`config.mk`:
```
export PLATFORM = sky130hd
export DESIGN_NAME = regfile_dump
export DESIGN_NICKNAME = d
export VERILOG_FILES = /design/src/rtl/regfile_dump.sv
export SDC_FILE = /design/constraint.sdc
export NUM_CORES = 1
export LEC_CHECK = 0
export CAP_MARGIN = 20
export CELL_PAD_IN_SITES_DETAIL_PLACEMENT = 2
export CELL_PAD_IN_SITES_GLOBAL_PLACEMENT = 2
export CORE_MARGIN = 4
export CORE_UTILIZATION = 31
export CTS_CLUSTER_SIZE = 8
export DETAILED_ROUTE_END_ITERATION = 6
export GPL_TIMING_DRIVEN = 0
export PLACE_DENSITY = 0.88
export REMOVE_ABC_BUFFERS = 1
export SETUP_SLACK_MARGIN = 0.05
export SYNTH_ARGS = -nofsm -noshare
export SYNTH_HDL_FRONTEND = slang
export SYNTH_SLANG_ARGS = --single-unit
```
`constraint.sdc`:
```
create_clock -name clk -period 46.6 [get_ports clk]
set_input_delay 9.32 -clock clk [delete_from_list [all_inputs] [get_ports clk]]
set_output_delay 9.32 -clock clk [all_outputs]
set_load 0.005 [all_outputs]
```
`src/rtl/regfile_dump.sv`:
```
// Snapshots all registers on start_i and streams them out in index order, first beat one cycle after start.
// One beat per cycle; each beat (data/idx/last) holds stable while m_ready_i is low, including the last.
module regfile_dump #(
    parameter  int NUM_REGS  = 16,
    parameter  int REG_WIDTH = 32,
    localparam int IDX_W     = $clog2(NUM_REGS)
) (
    input  logic                          clk,
    input  logic                          rst_n,
    input  logic                          start_i,
    input  logic [NUM_REGS*REG_WIDTH-1:0] regs_i,
    output logic                          busy_o,
    output logic                          done_o,
    output logic                          m_valid_o,
    input  logic                          m_ready_i,
    output logic [REG_WIDTH-1:0]          m_data_o,
    output logic [IDX_W-1:0]              m_idx_o,
    output logic                          m_last_o
);

    typedef enum logic {
        S_IDLE = 1'b0,
        S_SEND = 1'b1
    } state_t;

    localparam logic [IDX_W-1:0] LAST_IDX = IDX_W'(NUM_REGS - 1);

    state_t               r_state;
    state_t               w_state_nxt;
    logic [IDX_W-1:0]     r_idx;
    logic [IDX_W-1:0]     w_idx_nxt;
    logic                 r_done;
    logic                 w_done_nxt;
    logic                 w_capture;
    logic                 w_hs;
    logic [REG_WIDTH-1:0] r_snap [NUM_REGS];

    always_ff @(posedge clk) begin
        if (!rst_n) begin
            r_state <= S_IDLE;
            r_idx   <= '0;
            r_done  <= 1'b0;
        end else begin
            r_state <= w_state_nxt;
            r_idx   <= w_idx_nxt;
            r_done  <= w_done_nxt;
        end
    end

    // Snapshot is only written on the capture edge, so writers never disturb a dump in flight.
    always_ff @(posedge clk) begin
        if (!rst_n) begin
            for (int k = 0; k < NUM_REGS; k++) begin
                r_snap[k] <= '0;
            end
        end else if (w_capture) begin
            for (int k = 0; k < NUM_REGS; k++) begin
                r_snap[k] <= regs_i[k*REG_WIDTH +: REG_WIDTH];
            end
        end
    end

    always_comb begin
        w_state_nxt = r_state;
        w_idx_nxt   = r_idx;
        w_done_nxt  = 1'b0;
        w_capture   = 1'b0;
        w_hs        = (r_state == S_SEND) && m_ready_i;
        case (r_state)
            S_IDLE: begin
                if (start_i) begin
                    w_capture   = 1'b1;
                    w_idx_nxt   = '0;
                    w_state_nxt = S_SEND;
                end
            end
            S_SEND: begin
                if (w_hs) begin
                    if (r_idx == LAST_IDX) begin
                        w_state_nxt = S_IDLE;
                        w_idx_nxt   = '0;
                        w_done_nxt  = 1'b1;
                    end else begin
                        w_idx_nxt = r_idx + IDX_W'(1);
                    end
                end
            end
            default: begin
                w_state_nxt = S_IDLE;
                w_idx_nxt   = '0;
            end
        endcase
    end

    // All outputs decode registered state only; start_i and m_ready_i never reach them combinationally.
    assign busy_o    = (r_state == S_SEND);
    assign m_valid_o = (r_state == S_SEND);
    assign done_o    = r_done;
    assign m_last_o  = (r_state == S_SEND) && (r_idx == LAST_IDX);
    assign m_idx_o   = (r_state == S_SEND) ? r_idx : '0;
    assign m_data_o  = (r_state == S_SEND) ? r_snap[r_idx] : '0;

endmodule

```
# [After elaboration in Yosys (flattened, before gate mapping)]
# Memory sizes are Yosys's and may differ from the RTL's. A register that Yosys moved wholly into a read port is not among the register bits.
# Index checks and enable logic that the tools add are counted.
# Widths: inputs -> output; s select.
[op_classes] n_bitwise=17 mux=34 reduce_logical=4 eq_ne=3 n_addsub=1
[ops] op="$mux 32" count=17
[ops] op="$mux 4" count=6
[ops] op="$or 1x1->1" count=16
[ops] op="$mux 1" count=9
[ops] op="$pmux 4 s2" count=1
[ops] op="$add 4x1->4 const B" count=1
[ops] op="$eq 4x4->1 const B" count=1
[ops] op="$reduce_and 3->1" count=1
[ops] op="$logic_and 1x1->1" count=2
[ops] op="$ne 2x1->1 const B" count=1
[ops] op="$ne 2x2->1 const B" count=1
[ops] op="$pmux 1 s2" count=1
[ops] op="$reduce_and 2->1" count=1
[ops] op="$not 1->1" count=1
[totals] ram_bits=512 output_inout_bits=40 n_memories=1 register_bits=6 wordCells=63
[mem_list] name="r_snap" words=16 word_bits=32 rd=1 rd_clocked_by_memory_dff=1 wr=16 line_no="36" source="logic [REG_WIDTH-1:0] r_snap [NUM_REGS];"

# [Longest topological paths before layout]
[logic_depth] ltp_word=6 ltp_mapped=7

# [Least setup slack after synthesis]
# OpenSTA, ideal clock, no wires.
[synth_path] path_type="input to register" start="input start_i" end="memory r_snap[0][0], enable pin" path_stages=2 path_buffers=0 path_slack_ns=-0.442 required_time_ns=44.503 arrival_ns=44.945 setup_time_ns=2.097 path_cell_list="inv_1 > o21ai_0"
[synth_rtl] item="start: declaration" line_no="10" source="input logic start_i,"
[synth_rtl] item="end: declaration" line_no="36"

# [Worst setup path after layout]
[layout_path] start="register r_state (netlist: busy_o)" end="output m_data_o[22]"
[layout_via] elab_chain_len=1
[layout_rtl] item="start: declaration" line_no="28" source="state_t r_state;"
[layout_rtl] item="start signal: assignment" line_no="44" source="r_state <= w_state_nxt;"
[layout_rtl] item="$mux 32" line_no="101" source="assign m_data_o = (r_state == S_SEND) ? r_snap[r_idx] : '0;"
[layout_rtl] item="end: declaration" line_no="16" source="output logic [REG_WIDTH-1:0] m_data_o,"
# Every way passes these cells.

==> impl_metrics.py <==
metrics = {
    "run_status": {
        "outcome": "finished, final reports clean",
    },
    "clock_network": {
        "ctsResizeCount": 0,
        "htree_num_levels": 3,
        "clock_latency_ns": 0.60,
        "postCtsHoldBufs": 0,
        "cts_sinks": 522,
        "cts_buffers": 76,
        "clk_pin_slew_ns": 0.05,
        "cts_tree": "built",
        "cts_root_buffer": "clkbuf_16",
        "cts_buffer_depth": 3,
        "post_cts_buffers": 0,
    },
    "timing": {
        "hold_ws_ns": 0.600,
        "hold_violations": 0,
        "fmax_mhz": 77.3,
        "rsz0062_at_grt": "false",
        "fin_crit_ns": 12.94,
        "fin_tns_setup_ns": 0,
        "worstMarginPinSlew_ns": 0.995,
        "drv_slew": 0,
        "fin_skew_ns": 0.0235,
        "setup_viol": 0,
        "post-route-period-util_pct": 27.8,
        "max_slew_margin_pct": 33.4,
    },
    "synthesis": {
        "synth_largest_area_cell": "edfxtp_1",
        "yosys-top-cells-count": "518 x and2_1, 512 x edfxtp_1, 236 x mux2i_1",
        "ys_seq_area_share_pct": 65.7,
        "synth_flop_cell": "edfxtp_1",
        "netlist_area_um2": 23700,
        "synth_edf_count": 512,
        "synth_top_cell_area_share_pct": 64.9,
        "ys_types": 34,
        "synthTopCellsByArea": "edfxtp_1 65%, and2_1 14%, mux2i_1 10%",
        "synthesis.instances": 1652,
        "async_reset_ff_share_pct": 0,
        "synth.most_common_cell": "and2_1",
        "ys_ff_latch": 522,
        "yosys_warnings": 0,
        "avgSynthCellArea_um2": 14.3,
    },
    "flow_run": {
        "maxCapViolations": 0,
    },
    "routing": {
        "detail_route.wl_per_cell_um": 25.2,
        "via_per_inst": 4.96,
        "drtPass1Iterations": 5,
        "routed_wl_um": 81500,
        "drt_iter0_drc": 760,
        "routed-via-count": 16019,
        "drtAntennaViolNets": 0,
        "route.detailed.drc": 0,
    },
    "placed_design": {
        "gp_congestion": 0.802,
        "io_buffer_count": 555,
        "dp_hpwl_um": 58200,
    },
    "finish": {
        "n_fill_cell": 7309,
        "seqCellArea_um2": 15600,
        "num-nets-final": 2726,
        "drive_gt1_share_pct": 6.63,
        "area_growth_pct": 39.4,
        "multi_input_area_um2": 7440,
    },
    "floorplan": {
        "die-area_um2": 80900,
        "row_count": 101,
        "ios": 556,
        "core_area_um2": 75800,
        "die_w_um": 284,
        "fp.dieH_um": 284,
        "start_util_pct": 31.2,
    },
    "critical_path": {
        "crit_path_start_kind": "flip-flop",
        "cp.required_ns": 37.28,
        "rr_worst_depth": 7,
        "reg2reg_to": "r_snap[8][26]",
        "path_max_fanout": 22,
        "end_kind": "primary output",
        "critPathArrivalTime_ns": 3.62,
        "critPathKind": "reg2out",
        "rr_startpoint": "busy_o",
        "reg2reg_slack_ns": 43.36,
    },
    "grt": {
        "globalRouteOverflowTotal": 0,
        "grt_pass1_wl_um": 120000,
        "antenna_found_initial": 26,
        "grt_pass1_vias": 18508,
        "grt_max_degree": 106,
        "grt_use_total_pct": 19.7,
    },
    "power": {
        "vdd.ir_drop.worst_uv": 30.0,
        "p_leak_nw": 11.8,
        "power_density_nw_per_um2": 36.7,
        "totalPowerFinal_mw": 1.21,
    },
    "worst_hold_path": {
        "hp-start": "r_idx[3]",
        "min_path_type": "reg2reg",
        "hold_depth": 2,
    },
}
[where the power goes]
group | internal, mW | switching [mW] | total [mW]
Clock | 0.307 | 0.207 | 0.513
Combinational | 0.0739 | 0.0541 | 0.128
Sequential | 0.556 | 0.0127 | 0.569
[stage by stage]
| stage | util [%] | cell area [um2] | setup WS, ns | std cells |
|---|---|---|---|---|
| finish | 43.5 | 33000 | 33.66 | 3232 |
| global placement | 39.2 | 29800 | -43.56 | 3064 |
| CTS | 43.5 | 32900 | 33.57 | 3209 |
| floorplan | - | 23000 | -0.442 | 1531 |
| global route | 43.5 | 33000 | 33.41 | 3232 |
| detailed placement | 40.6 | 30800 | 33.94 | 3108 |
[registers in the layout (all words and copies together), names as in the netlist, named ones only]
register,flops
r_snap,512
done_o,1
busy_o,1
r_idx,4
[critical path, cell delays in order, from the launching register on]
cell             delay (ns)
dfxtp_1                0.89
nand2_2                0.66
buf_12                 0.39
nor2_1                 0.26
a22oi_1                0.15
o21ai_1                0.11
clkdlybuf4s50_1        0.55
[layout make-up]
type                            instances  share of cell area [%]
Clock buffer                           92                    6.07
Clock inverter                          9                   0.459
Tap cell                              978                    3.71
Antenna cell                           22                   0.167
Multi-Input combinational cell       1008                    22.5
Inverter                                1                  0.0114
Timing Repair Buffer                  600                    19.9
Sequential cell                       522                    47.2
[how the worst max path moves through the flow]
stage / start / endpoint
after floorplan: start_i / r_snap[0][0]
after CTS: busy_o / m_data_o[22]
final: busy_o / m_data_o[22]
after global placement: rst_n / r_snap[12][13]
after detailed placement: rst_n / r_snap[3][12]
after global routing: busy_o / m_data_o[14]
[cell families after synthesis]
group	after synthesis	synth area share (%)
adder cells (fa/ha/maj)	1	0.0528
multiplexers	248	11.2
AND/OR/NAND/NOR	597	15.1
buffers and inverters	122	3.03
flip-flops	522	65.7
AO/OA/AOI/OAI	162	4.87
[layer usage]
layer	up-vias	part of all wire (%)	global-route usage, %
li1	7158	-	-
met1	8219	38	22.0
met2	489	54	36.5
met3	147	4.8	4.21
met4	6	2.9	7.36
met5	-	0.050	0
[cells in the final DEF, fill, tap and decap left out, types with 2 or more instances in the layout]
cell type          n
o21ai_0            4
nor2_1             2
nand2_1           61
buf_12            18
buf_16            19
dfxtp_1            9
clkbuf_1          14
clkinv_16          2
nand3_1            3
diode_2           22
mux4_1             5
o22ai_1           29
o21ai_1            2
and2_1           517
edfxtp_1         512
clkdlybuf4s50_1  554
a21oi_1            3
buf_8              8
mux2i_1          236
and3_1             2
clkbuf_16         78
nor2b_1            2
a22oi_1          119
mux4_2             7
a31oi_1            2
nor2b_4            2
Note: power is estimated with default switching activity, not from simulation.
